===== config.mk =====
export PLATFORM = sky130hd
export DESIGN_NAME = imem_access_arbiter
export DESIGN_NICKNAME = d
export VERILOG_FILES = /design/src/rtl/imem_arb_pkg.sv /design/src/rtl/imem_access_arbiter.sv
export SDC_FILE = /design/constraint.sdc
export NUM_CORES = 1
export LEC_CHECK = 0
export ABC_AREA = 0
export CAP_MARGIN = 20
export CORE_MARGIN = 4
export CORE_UTILIZATION = 29
export CTS_CLUSTER_SIZE = 14
export DETAILED_ROUTE_END_ITERATION = 10
export PLACE_DENSITY = 0.95
export SYNTH_ARGS = -nofsm -noshare
export SYNTH_HDL_FRONTEND = slang
export SYNTH_SLANG_ARGS = --single-unit

===== constraint.sdc =====
create_clock -name CLK -period 2.6 [get_ports CLK]
set_input_delay 0.39 -clock CLK [delete_from_list [all_inputs] [get_ports CLK]]
set_output_delay 0.39 -clock CLK [all_outputs]
set_load 0.02 [all_outputs]

===== src/rtl/imem_arb_pkg.sv =====
// rtl/imem_arb_pkg.sv - shared types and defaults for the instruction-memory access arbiter
package imem_arb_pkg;

  // Default instruction-memory word-address width (64 words)
  localparam int unsigned IMEM_ADDR_W = 6;

  // Arbiter ownership states
  typedef enum logic [1:0] {
    RUN     = 2'd0,
    DRAIN   = 2'd1,
    LOAD    = 2'd2,
    RESTART = 2'd3
  } arb_state_t;

endpackage


===== src/rtl/imem_access_arbiter.sv =====
// rtl/imem_access_arbiter.sv - shares the instruction memory between fetch and the program loader
module imem_access_arbiter
  import imem_arb_pkg::*;
#(
  parameter int unsigned ADDR_W    = IMEM_ADDR_W,
  parameter int unsigned DRAIN_CYC = 4,
  parameter logic [31:0] START_PC  = 32'h0
) (
  input  logic              CLK,
  input  logic              reset,
  input  logic [ADDR_W-1:0] fetch_addr,
  input  logic              ld_req,
  input  logic              ld_valid,
  input  logic [ADDR_W-1:0] ld_addr,
  input  logic [31:0]       ld_wdata,
  input  logic              ld_last,
  output logic              ld_ready,
  output logic              ld_grant,
  output logic [ADDR_W-1:0] imem_addr,
  output logic              imem_we,
  output logic [31:0]       imem_wdata,
  output logic              StallF,
  output logic              FlushD,
  output logic              pc_restart,
  output logic [31:0]       pc_restart_addr,
  output logic [ADDR_W:0]   words_written,
  output logic              busy
);

  // Drain counter runs 0..DRAIN_CYC-1; keep at least one bit for DRAIN_CYC == 1
  localparam int unsigned       CNT_W    = (DRAIN_CYC > 1) ? $clog2(DRAIN_CYC) : 1;
  localparam logic [CNT_W-1:0]  CNT_LAST = CNT_W'(DRAIN_CYC - 1);
  localparam logic [CNT_W-1:0]  CNT_ONE  = CNT_W'(1);
  localparam logic [ADDR_W:0]   WW_ONE   = {{ADDR_W{1'b0}}, 1'b1};

  arb_state_t        state_q, state_d;
  logic [CNT_W-1:0]  cnt_q, cnt_d;
  logic [ADDR_W:0]   ww_q, ww_d;
  logic              accept;

  // A loader word is taken whenever it is offered while the loader owns the memory
  assign accept = (state_q == LOAD) && ld_valid;

  // State, drain counter and word count registers with synchronous reset
  always_ff @(posedge CLK) begin
    if (reset) begin
      state_q <= RUN;
      cnt_q   <= '0;
      ww_q    <= '0;
    end else begin
      state_q <= state_d;
      cnt_q   <= cnt_d;
      ww_q    <= ww_d;
    end
  end

  // Next-state: halt fetch, drain the pipe, grant the loader, then restart fetch
  always_comb begin
    state_d = state_q;
    cnt_d   = cnt_q;
    ww_d    = ww_q;
    unique case (state_q)
      RUN: begin
        if (ld_req) begin
          state_d = DRAIN;
          cnt_d   = '0;
          ww_d    = '0;
        end
      end
      DRAIN: begin
        cnt_d = cnt_q + CNT_ONE;
        if (cnt_q == CNT_LAST) begin
          state_d = LOAD;
        end
      end
      LOAD: begin
        // The MSB is only set at exactly 2^ADDR_W, so it marks saturation
        if (accept && !ww_q[ADDR_W]) begin
          ww_d = ww_q + WW_ONE;
        end
        // A dropped request aborts the load; words already written are kept
        if ((accept && ld_last) || !ld_req) begin
          state_d = RESTART;
        end
      end
      RESTART: begin
        state_d = RUN;
      end
      default: begin
        state_d = RUN;
      end
    endcase
  end

  // Outputs: Moore from state, except the memory port which follows the loader in LOAD
  always_comb begin
    ld_ready   = 1'b0;
    ld_grant   = 1'b0;
    imem_addr  = fetch_addr;
    imem_we    = 1'b0;
    imem_wdata = 32'h0;
    StallF     = 1'b0;
    FlushD     = 1'b0;
    pc_restart = 1'b0;
    busy       = (state_q != RUN);
    unique case (state_q)
      RUN: begin
      end
      DRAIN: begin
        StallF = 1'b1;
        FlushD = 1'b1;
      end
      LOAD: begin
        StallF     = 1'b1;
        FlushD     = 1'b1;
        ld_grant   = 1'b1;
        ld_ready   = 1'b1;
        imem_addr  = ld_addr;
        imem_wdata = ld_wdata;
        // A write landing in a reset cycle must not reach the memory
        imem_we    = accept && !reset;
      end
      RESTART: begin
        FlushD     = 1'b1;
        pc_restart = 1'b1;
      end
      default: begin
      end
    endcase
  end

  assign pc_restart_addr = START_PC;
  assign words_written   = ww_q;

endmodule


# After elaboration in Yosys (flattened, before gate mapping)

Index checks and enable logic that the tools add are counted.
W data, S select, Z words.

Bits in registers: 11
Output and inout port bits: 84

$add $sub $neg: 2
Equal/unequal tests: 8
Multiplexer cells: 16
Reductions and logical operators: 17

Operators by type and width:

| kind                  | count |
|---|---|
| $mux W32              | 1 |
| $mux W7               | 2 |
| $pmux W7 S2           | 1 |
| $mux W2               | 4 |
| $pmux W2 S4           | 1 |
| $add A7 B1 Y7 const B | 1 |
| $eq A2 B2 Y1 const B  | 3 |
| $mux W6               | 1 |
| $reduce_and A3 Y1     | 2 |
| $reduce_bool A2 Y1    | 3 |
| $mux W1               | 5 |
| $logic_and A1 B1 Y1   | 4 |
| $ne A2 B1 Y1 const B  | 2 |
| $ne A2 B2 Y1 const B  | 2 |
| $pmux W2 S2           | 1 |
| $logic_not A1 Y1      | 3 |
| $reduce_or A3 Y1      | 1 |
| $add A2 B1 Y2 const B | 1 |
| $eq A2 B1 Y1 const B  | 1 |
| $logic_not A2 Y1      | 1 |
| $reduce_and A2 Y1     | 1 |
| $reduce_or A2 Y1      | 1 |
| $logic_or A1 B1 Y1    | 1 |

# Longest topological paths before layout

Gate-level depths: netlist (run 1).

Depth after elaboration: 6
Depth in mapped cells: 7

# Worst setup path after synthesis (run 1)

No wires, ideal clock.

Kind: reg-to-output
Start point: register state_q[0]
End point: output imem_addr[0]
Data arrival time: 1535 ps
Data required time: 2210 ps
Setup slack: 675 ps
Stages on the path, launching flop included: 5
Cells stage by stage: dfxtp_1 > inv_1 > ha_1 > clkbuf_1 > mux2_2

Cells in the longest elaborated chain, start to end: 2

Ends and longest elaborated chain:

| element                  | line                       | text |
|---|---|---|
| start: declaration       | imem_access_arbiter.sv:36  | `arb_state_t state_q, state_d;` |
| start signal: assignment | imem_access_arbiter.sv:51  | `state_q <= state_d;` |
| $eq A2 B2 Y1             | imem_access_arbiter.sv:106 | `unique case (state_q)` |
| $mux W6                  | imem_access_arbiter.sv:106 |  |
| end: declaration         | imem_access_arbiter.sv:19  | `output logic [ADDR_W-1:0] imem_addr,` |

Every way passes these cells.

# Final worst setup path (run 1)

Start point: register state_q[0]
End point: output imem_addr[3]

The elaborated chain is that of the path after synthesis.

==> results.py, run 1 <==
metrics = {
    "detailed_routing": {
        "routed_wl_microns": 3770,
        "wl_per_cell_microns": 12.9,
        "viasPerCell": 4.14,
        "vias": 1213,
        "ant_nets": 0,
        "drc": 0,
        "drt_iter0_markers": 39,
        "drt-pass1-iter-count": 4,
    },
    "die": {
        "dieArea_sq_mm": 0.00503,
        "ios": 133,
        "die_h_microns": 70.9,
        "rows": 22,
        "die_w_microns": 70.9,
        "core-area_sq_mm": 0.00374,
        "initial_core_util": 0.307,
    },
    "critical_path": {
        "worst-path-buf-inv": 3,
        "critPathLaunchType": "register",
        "worstSetupPathType": "register to primary output",
        "crit_arrival_ns": 1.99,
        "crit_path_top_delay_cell": "clkdlybuf4s50_1",
        "max_stage_delay_ns": 0.54,
        "path_max_fanout": 45,
        "r2r.worst_path.cells": 7,
        "cp-end-kind": "primary output",
        "critPathTopFamily": "buffers and inverters",
        "cp_num_cells": 5,
        "critPathRequiredTime_ns": 2.21,
        "crit_path_cell_trace": "inv_1 -> ha_1 -> buf_12 -> mux2_2 -> clkdlybuf4s50_1",
    },
    "finish": {
        "final_common_cell": "clkdlybuf4s50_1",
        "fillerInstances": 339,
        "nNetsFinal": 302,
        "diodes": 0,
        "stdcell_area_sq_mm": 0.00212,
        "drive_above_1_share": 0.0408,
        "fin_cells": 293,
        "area_delta_synth_final_pct": 84.9,
        "final_cell_mix": "clkdlybuf4s50_1 (100), and2_1 (33), conb_1 (32)",
    },
    "sta": {
        "finalSetupViolCount": 0,
        "fin_crit_sh": 0.916,
        "hold_viol": 0,
        "setup_slack_ns": 0.218,
        "fin_crit_ns": 2.38,
        "hold_slack_ns": 0.461,
        "max_freq_ghz": 0.420,
        "tns_ns": 0,
        "maxSlewViolCount": 0,
        "rsz0062_at_grt": "false",
        "clock-skew-final_ns": 0.00128,
    },
    "yosys": {
        "synth_compound_area_frac": 0.0882,
        "syn-cell-area_sq_mm": 0.00115,
        "ys_ff_latch": 11,
        "syn_inst": 147,
        "synthMuxAreaShare": 0.0763,
        "synth_adder_area_share": 0.0763,
        "avgSynthCellArea_sq_um": 7.81,
        "ys_seq_area_frac": 0.192,
        "yosys.area_share.simple": 0.289,
        "synthXorXnorAreaFrac": 0.0229,
        "synth_top_family_by_area": "simple AND/OR/NAND/NOR gates",
        "synth_warnings": 0,
        "yosysUniqueCellTypes": 32,
    },
    "grt": {
        "busiest_layer": "met2",
        "grt_overflow_total": 0,
        "grt_max_degree": 46,
        "grt_pass1_vias": 1154,
        "antenna_found_initial": 0,
        "met1_usage": 0.147,
        "use_met2": 0.276,
        "grtUsageTotal": 0.138,
        "use_met3": 0.0227,
        "grt_pass1_wl_microns": 5680,
    },
    "clock_network": {
        "root_buffer": "clkbuf_8",
        "postCtsSetupBuffers": 0,
        "cts-htree-levels": 1,
        "numCtsBuffers": 3,
        "clock_sinks": 11,
        "clk_latency_ns": 0.24,
        "cts-resized-gates": 0,
        "ctsHoldBuffers": 0,
        "clk_pin_slew_worst_paths_ns": 0.05,
        "cts_tree": "done",
        "clock_path_buffers": 2,
    },
    "worst_hold_path": {
        "worstHoldPathCells": 2,
        "hold_path_class": "register to register",
    },
    "power_and_ir_drop": {
        "vdd_drop_max_mv": 0.628,
        "p_per_area_mw_per_mm2": 750,
        "leakagePower_uw": 0.000884,
    },
    "run_status": {
        "status": "complete, no violations",
    },
    "placed_design": {
        "io_buffers": 100,
        "dp_hpwl_microns": 3220,
        "dp_cells": 289,
        "globalplace.congestion": 0.738,
        "placed_area_sq_mm": 0.00208,
        "preCtsSetupSlack_ns": 0.463,
    },
    "run": {
        "maxCapViolations": 0,
    },
}
[metrics by stage]
step	power, uW	util
final	1590	0.567
after floorplan	949	-
after CTS	1610	0.567
after detailed placement	1430	0.555
after global placement	1400	0.555
after global routing	1690	0.567
[registers in the layout (all words and copies together) (netlist names)]
register / count
state_q: 2
words_written: 7
cnt_q: 2
[cell families (layout without fill, tap and decap cells)]
family	Yosys count	count (layout)
AO/OA/AOI/OAI	15	15
XOR/XNOR	3	3
adder cells (fa/ha/maj)	7	7
buffers and inverters	44	111
flip-flops	11	11
multiplexers	8	8
other	1	32
AND/OR/NAND/NOR	58	58
[cells in the mapped netlist]
library cell  number  area [sq um]
nand2b_1           1          6.26
nand2_1            4          15.0
nor2_1            10          37.5
conb_1             1          3.75
and2_1            33           206
o21ai_0            2          10.0
a21o_1             1          7.51
buf_2              1          5.00
o2111a_1           1          11.3
or3_1              2          12.5
nand3_1            1          5.00
nor2b_1            2          12.5
a32oi_1            1          8.76
nand3b_1           1          7.51
o21ai_1            1          5.00
xor2_1             2          17.5
clkbuf_1           4          15.0
and3b_1            1          8.76
a211oi_1           1          7.51
buf_4             33           248
or2_1              1          6.26
o211ai_1           3          22.5
ha_1               7          87.6
mux2_2             6          67.6
inv_1              6          22.5
and3_1             1          6.26
dfxtp_1           11           220
mux2i_1            2          20.0
and2b_1            1          7.51
a311oi_1           1          8.76
a21oi_1            4          20.0
xnor2_1            1          8.76
[final timing paths]
check	end	slack, ns	start
worst max-delay path	imem_addr[3]	0.22	state_q[0]
worst min-delay path	words_written[6]	0.46	words_written[6]
worst max register to register	words_written[6]	0.73	state_q[0]
worst min register to register	words_written[6]	0.46	words_written[6]
[report_power, final]
part / internal (uW) / total [uW] / leakage, uW / switching (uW)
combinational: 570 / 1190 / 0.000772 / 624
sequential: 198 / 227 / 0.0000894 / 28.4
clock: 108 / 172 / 0.0000228 / 64.6
total: 876 / 1590 / 0.000884 / 716
[final cells by class]
cell class,instances,area [sq um],share of cell area
inverter,6,22.5,0.0106
clock buffer,4,45.0,0.0212
multi-input combinational,123,754,0.355
sequential,11,220,0.104
tap,48,60.1,0.0283
timing repair buffer,101,1020,0.481
[worst min-delay path, delay by kind of cell (launching register included)]
kind	cells	cell delay, ns
flops	1	0.32
buf+inv	1	0.05
compound gates	1	0.05
[layer usage]
metal	routed length (microns)	vias up
li1	-	608
met1	1330	552
met2	2170	50
met3	250	3
met4	27	0
met5	0	-
(Power assumes the default switching activity.)
==> run 2: changes to the inputs <==
CAP_MARGIN = not set   (was 20)
==> results of run 2 <==
Final layout, timing and power as in run 1 (identical DEF).
==> RTL edit 1, RTL diff (settings of run 1) <==
Make the reset (`reset`) asynchronous in one clocked block. Comments in the files are not updated.
--- a/src/rtl/imem_access_arbiter.sv
+++ b/src/rtl/imem_access_arbiter.sv
@@ -43,5 +43,5 @@
 
   // State, drain counter and word count registers with synchronous reset
-  always_ff @(posedge CLK) begin
+  always_ff @(posedge CLK or posedge reset) begin
     if (reset) begin
       state_q <= RUN;
Formal check against the unedited RTL: differs if reset is asserted again (counterexample within 4 cycles, from zero or initial values and one cycle with reset high); with reset held inactive, the same outputs for 10 cycles.
==> RTL edit 1 against run 1 <==
Critical path depth did not move. Worst setup slack got worse by 99 ps. Sequential cell count did not move. Routed wire length fell by 0.56%. Design area rose by 4.7%. Total power rose by 24%. Combinational power rose by 29%. Synthesized area rose by 8.3%. Highest routed layer unchanged.
==> RTL edit 1: results (changes against run 1) <==
* Reg2reg path depth at 6 (-1)
* Hold Crit Class: input port to asynchronous set/reset pin
* Share of layout cells above drive strength 1 at 6.94% (+2.9 points)
* Leak Pwr at 0.961 nW (+8.7%)
* Async SR Flop Fraction at 100% (+100 points)
* CTS max path bufs at 2 (unchanged)
* M1 GR Usage at 13.1% (-1.6 points)
* Worst r2r src: state_q[0]
* Starting DRT DRC Count at 46 (+18%)
* First-pass GRT wire length at 5490 um (-3.4%)
* Non-Clock Inverter Count at 8 (+2)
* Largest net degree at the start of global routing at 35 (-24%)
* Final Max Tran Viols at 0 (unchanged)
* H-tree depth at 1 (unchanged)
* Gr ovfl total at 0 (unchanged)
* GR Layer Usage met3 at 6.43% (+4.2 points)
* Clk_skew at 3.40 ps (+2.12 ps)
* Worst-path clk slew at 50 ps (about the same)
* Post-synthesis sequential area ratio at 22.1% (+3.0 points)
* Area of the multi-input gates at 774 um^2 (+2.7%)
* Setup slack at placement at 368 ps (-95.1 ps)
* Slowest-stage cell, CP: clkdlybuf4s50_1
* Clock-cell share at 2.03% (-0.095 points)
* Buffers, non-clock at 103 (+2.0%)
* Max FO, Critical Path at 34 (-24%)
* Multi-In Gates at 119 (-3.3%)
* Num sequential at 11 (unchanged)
* Final WL at 3750 um (-0.56%)
* # fillers at 358 (+5.6%)
* Detailed Place HPWL at 3240 um (+0.56%)
* Register area at 275 um^2 (+25%)
* Status: finished clean
* Top post-synthesis cells by count: 33 x buf_4, 32 x and2_1, 11 x dfrtp_1
* Maximum VDD drop at 0.449 mV (-28%)
* Data buffer area share at 46.6% (-1.5 points)
* Detailed-route via count at 1243 (+2.5%)
* Reg2reg end: words_written[5]
* Yosys cell types at 30 (-6.3%)
* Tot GR Track Use at 13.0% (-0.72 points)
* Flop2flop setup slack at 680 ps (-50 ps)
* Top cells by area, synth: dfrtp_1 22%, buf_4 20%, and2_1 16%
## RTL edit 1: routing by layer
metal	wire, um	part of all wire, %	vias to the layer above
met5	0	0	-
met4	67	1.8	0
met2	1900	51	79
li1	-	-	609
met3	498	13	6
met1	1280	34	549
## RTL edit 1: worst max-delay path by stage
| stage | from | end | slack, ps | cells after the start |
|---|---|---|---|---|
| detailed placement | state_q[0] | imem_addr[0] | 370 | 5 |
| CTS | state_q[0] | imem_addr[0] | 100 | 5 |
| global placement | state_q[0] | imem_addr[2] | 440 | 5 |
| floorplan | state_q[0] | imem_addr[0] | 580 | 5 |
| finish | state_q[0] | imem_addr[0] | 120 | 5 |
| global route | state_q[0] | imem_addr[0] | 20 | 5 |
## RTL edit 1: logic make-up after synthesis
kind of cell	count (synthesis)	synth area share, %
adder cells (fa/ha/maj)	7	7.04
buffers and inverters	47	24.9
multiplexers	13	11.3
AND/OR/NAND/NOR	57	27.4
other	1	0.302
AO/OA/AOI/OAI	10	6.94
flip-flops	11	22.1
## RTL edit 1: where the power goes
group	internal, W	switching [W]
logic	0.000763	0.000777
clock network	0.000108	0.0000678
registers	0.000218	0.0000472
total	0.00109	0.000892
## RTL edit 1: worst max-delay path: cells and delay by family (launching register included)
family	cells	cell delay [ps]
flip-flops	1	390
multiplexers	1	350
adder cells (fa/ha/maj)	1	230
buffers and inverters	3	860
## RTL edit 1: per-stage QoR
stage | util, % | instances | cell area (um^2) | power (W)
global placement | 53.3 | 291 | 2180 | 0.00178
finish | 54.4 | 295 | 2220 | 0.00198
floorplan | - | 177 | 1360 | 0.00120
global route | 54.4 | 295 | 2220 | 0.00211
detailed placement | 53.3 | 291 | 2180 | 0.00182
CTS | 54.4 | 295 | 2220 | 0.00201
==> RTL edit 2, RTL diff (settings of run 1) <==
Made on the original files. The parameter `DRAIN_CYC` goes from 4 to 2.
--- a/src/rtl/imem_access_arbiter.sv
+++ b/src/rtl/imem_access_arbiter.sv
@@ -4,5 +4,5 @@
 #(
   parameter int unsigned ADDR_W    = IMEM_ADDR_W,
-  parameter int unsigned DRAIN_CYC = 4,
+  parameter int unsigned DRAIN_CYC = 2,
   parameter logic [31:0] START_PC  = 32'h0
 ) (
Check against the original RTL: not equivalent (Yosys sat finds a counterexample within 4 cycles, from zero or initial values and one cycle with reset high).
==> RTL edit 2 against run 1 <==
Synthesized area shrank 0.98%. Sequential cell count shrank 1. Routed wire length shrank 11%. Design area shrank 0.35%. Total power grew 3.7%. Fmax shrank 0.17%. Worst setup slack lost 4.2 ps. Cell count shrank 1.7%. Largest power group unchanged.
==> RTL edit 2: results (changes against run 1) <==
* Nets at 296 (-2.0%)
* Measured slew at the worst slew-check pin at 534 ps
* Async SR Flop Fraction at 0% (unchanged)
* WS Path Type: flop to primary output
* Vias in the first global route at 1115 (-3.4%)
* Max FFs per register at 7 (unchanged)
* First drt pass iteration count at 4 (unchanged)
* Reg2reg path depth at 7 (unchanged)
* Post-synthesis sequential area ratio at 17.6% (-1.6 points)
* CTS buffer count at 3 (unchanged)
* H-tree depth at 1 (unchanged)
* Critical Path Sink: imem_addr[2]
* Clk_skew at 3.80 ps (+2.52 ps)
* CTS max path bufs at 2 (unchanged)
* Maximum VDD drop at 0.699 mV (+11%)
* Port Buffers at 100 (unchanged)
* Top post-synthesis cells by count: 33 x buf_4, 32 x and2_1, 10 x dfxtp_1, 10 x nor2_1
* Diodes inserted at 0 (unchanged)
* # fillers at 352 (+3.8%)
* Top FF cell, synth: dfxtp_1
* Flop2flop setup slack at 770 ps (+40 ps)
* Tot GR Track Use at 12.2% (-1.6 points)
* Final WL at 3360 um (-11%)
* Status: finished clean
* Yosys cell types at 26 (-19%)
* RD Place Congestion at 0.801 (+8.6%)
* Leak Pwr at 0.844 nW (-4.6%)
* Detailed Place HPWL at 2880 um (-11%)
* Via/cell ratio at 4.04 (-2.4%)
* Largest net degree at the start of global routing at 26 (-43%)
* Worst EP arrival at 2000 ps
* Max FO, Critical Path at 25 (-44%)
* CTS root buffer: clkbuf_8
* Starting DRT DRC Count at 7 (-82%)
* First-pass GRT wire length at 5090 um (-10%)
* Switching share of power at 45.0% (about the same)
* Worst-path clk slew at 50 ps (about the same)
* Total setup buffers inserted after CTS at 0 (unchanged)
* Reg2reg end: words_written[1]
* Synth warn at 0 (unchanged)
* Share of layout cells above drive strength 1 at 7.08% (+3.0 points)
* Top cells by area, synth: buf_4 22%, and2_1 18%, dfxtp_1 18%
-- RTL edit 2: how the worst min path moves through the flow --
stage,startpoint,to,slack [ps],cells past startpoint
floorplan,cnt_q,cnt_q,440,2
global placement,cnt_q,cnt_q,450,2
detailed placement,cnt_q,cnt_q,470,2
CTS,cnt_q,cnt_q,480,2
global route,cnt_q,cnt_q,510,2
finish,cnt_q,cnt_q,480,2
-- RTL edit 2: worst max-delay path, cell delays in order, from the launching register on --
cell	delay (ps)
dfxtp_1	340
inv_1	110
ha_1	170
buf_4	240
mux2_2	360
clkdlybuf4s50_1	540
-- RTL edit 2: layer usage --
metal | global-route usage [%] | share of wire, % | vias to the layer above
li1 | - | - | 584
met1 | 11.8 | 33 | 510
met2 | 24.6 | 55 | 67
met3 | 3.55 | 11 | 3
met4 | 3.13 | 0.92 | 0
met5 | 0 | 0 | -
-- RTL edit 2: logic make-up (layout without fill, tap and decap cells) --
family                   after synthesis  after routing  synth area share, %
XOR/XNOR                               5              5                 3.85
AND/OR/NAND/NOR                       57             57                 27.7
adder cells (fa/ha/maj)                6              6                 6.60
flip-flops                            10             10                 17.6
AO/OA/AOI/OAI                         10             10                 9.68
buffers and inverters                 43            111                 25.3
multiplexers                           9              9                 8.91
other                                  1             32                0.330
-- RTL edit 2: power groups by stage --
stage          sequential (W)  clock, W  combinational (W)
3_5_place_dp         0.000221         0            0.00124
5_1_grt              0.000226  0.000210            0.00133
4_1_cts              0.000219  0.000203            0.00125
3_3_place_gp         0.000219         0            0.00122
6_report             0.000219  0.000198            0.00123
2_1_floorplan        0.000228         0           0.000754
-- RTL edit 2: stage by stage --
stage	cells	cell area (um^2)	power, W	setup slack, ps
4_1_cts	288	2120	0.00167	179
5_1_grt	288	2120	0.00176	119
3_3_place_gp	284	2060	0.00144	500
3_5_place_dp	284	2060	0.00146	452
2_1_floorplan	172	1250	0.000982	532
6_report	288	2120	0.00165	214
-- RTL edit 2: final cells by class --
| type | instances | area (um^2) | area share, % |
|---|---|---|---|
| inverters | 5 | 18.8 | 0.887 |
| well taps | 48 | 60.1 | 2.84 |
| repair buffers | 102 | 1020 | 48.0 |
| clock buffers | 4 | 55.1 | 2.60 |
| multi-input cells | 119 | 766 | 36.2 |
| flip-flops and latches | 10 | 200 | 9.46 |
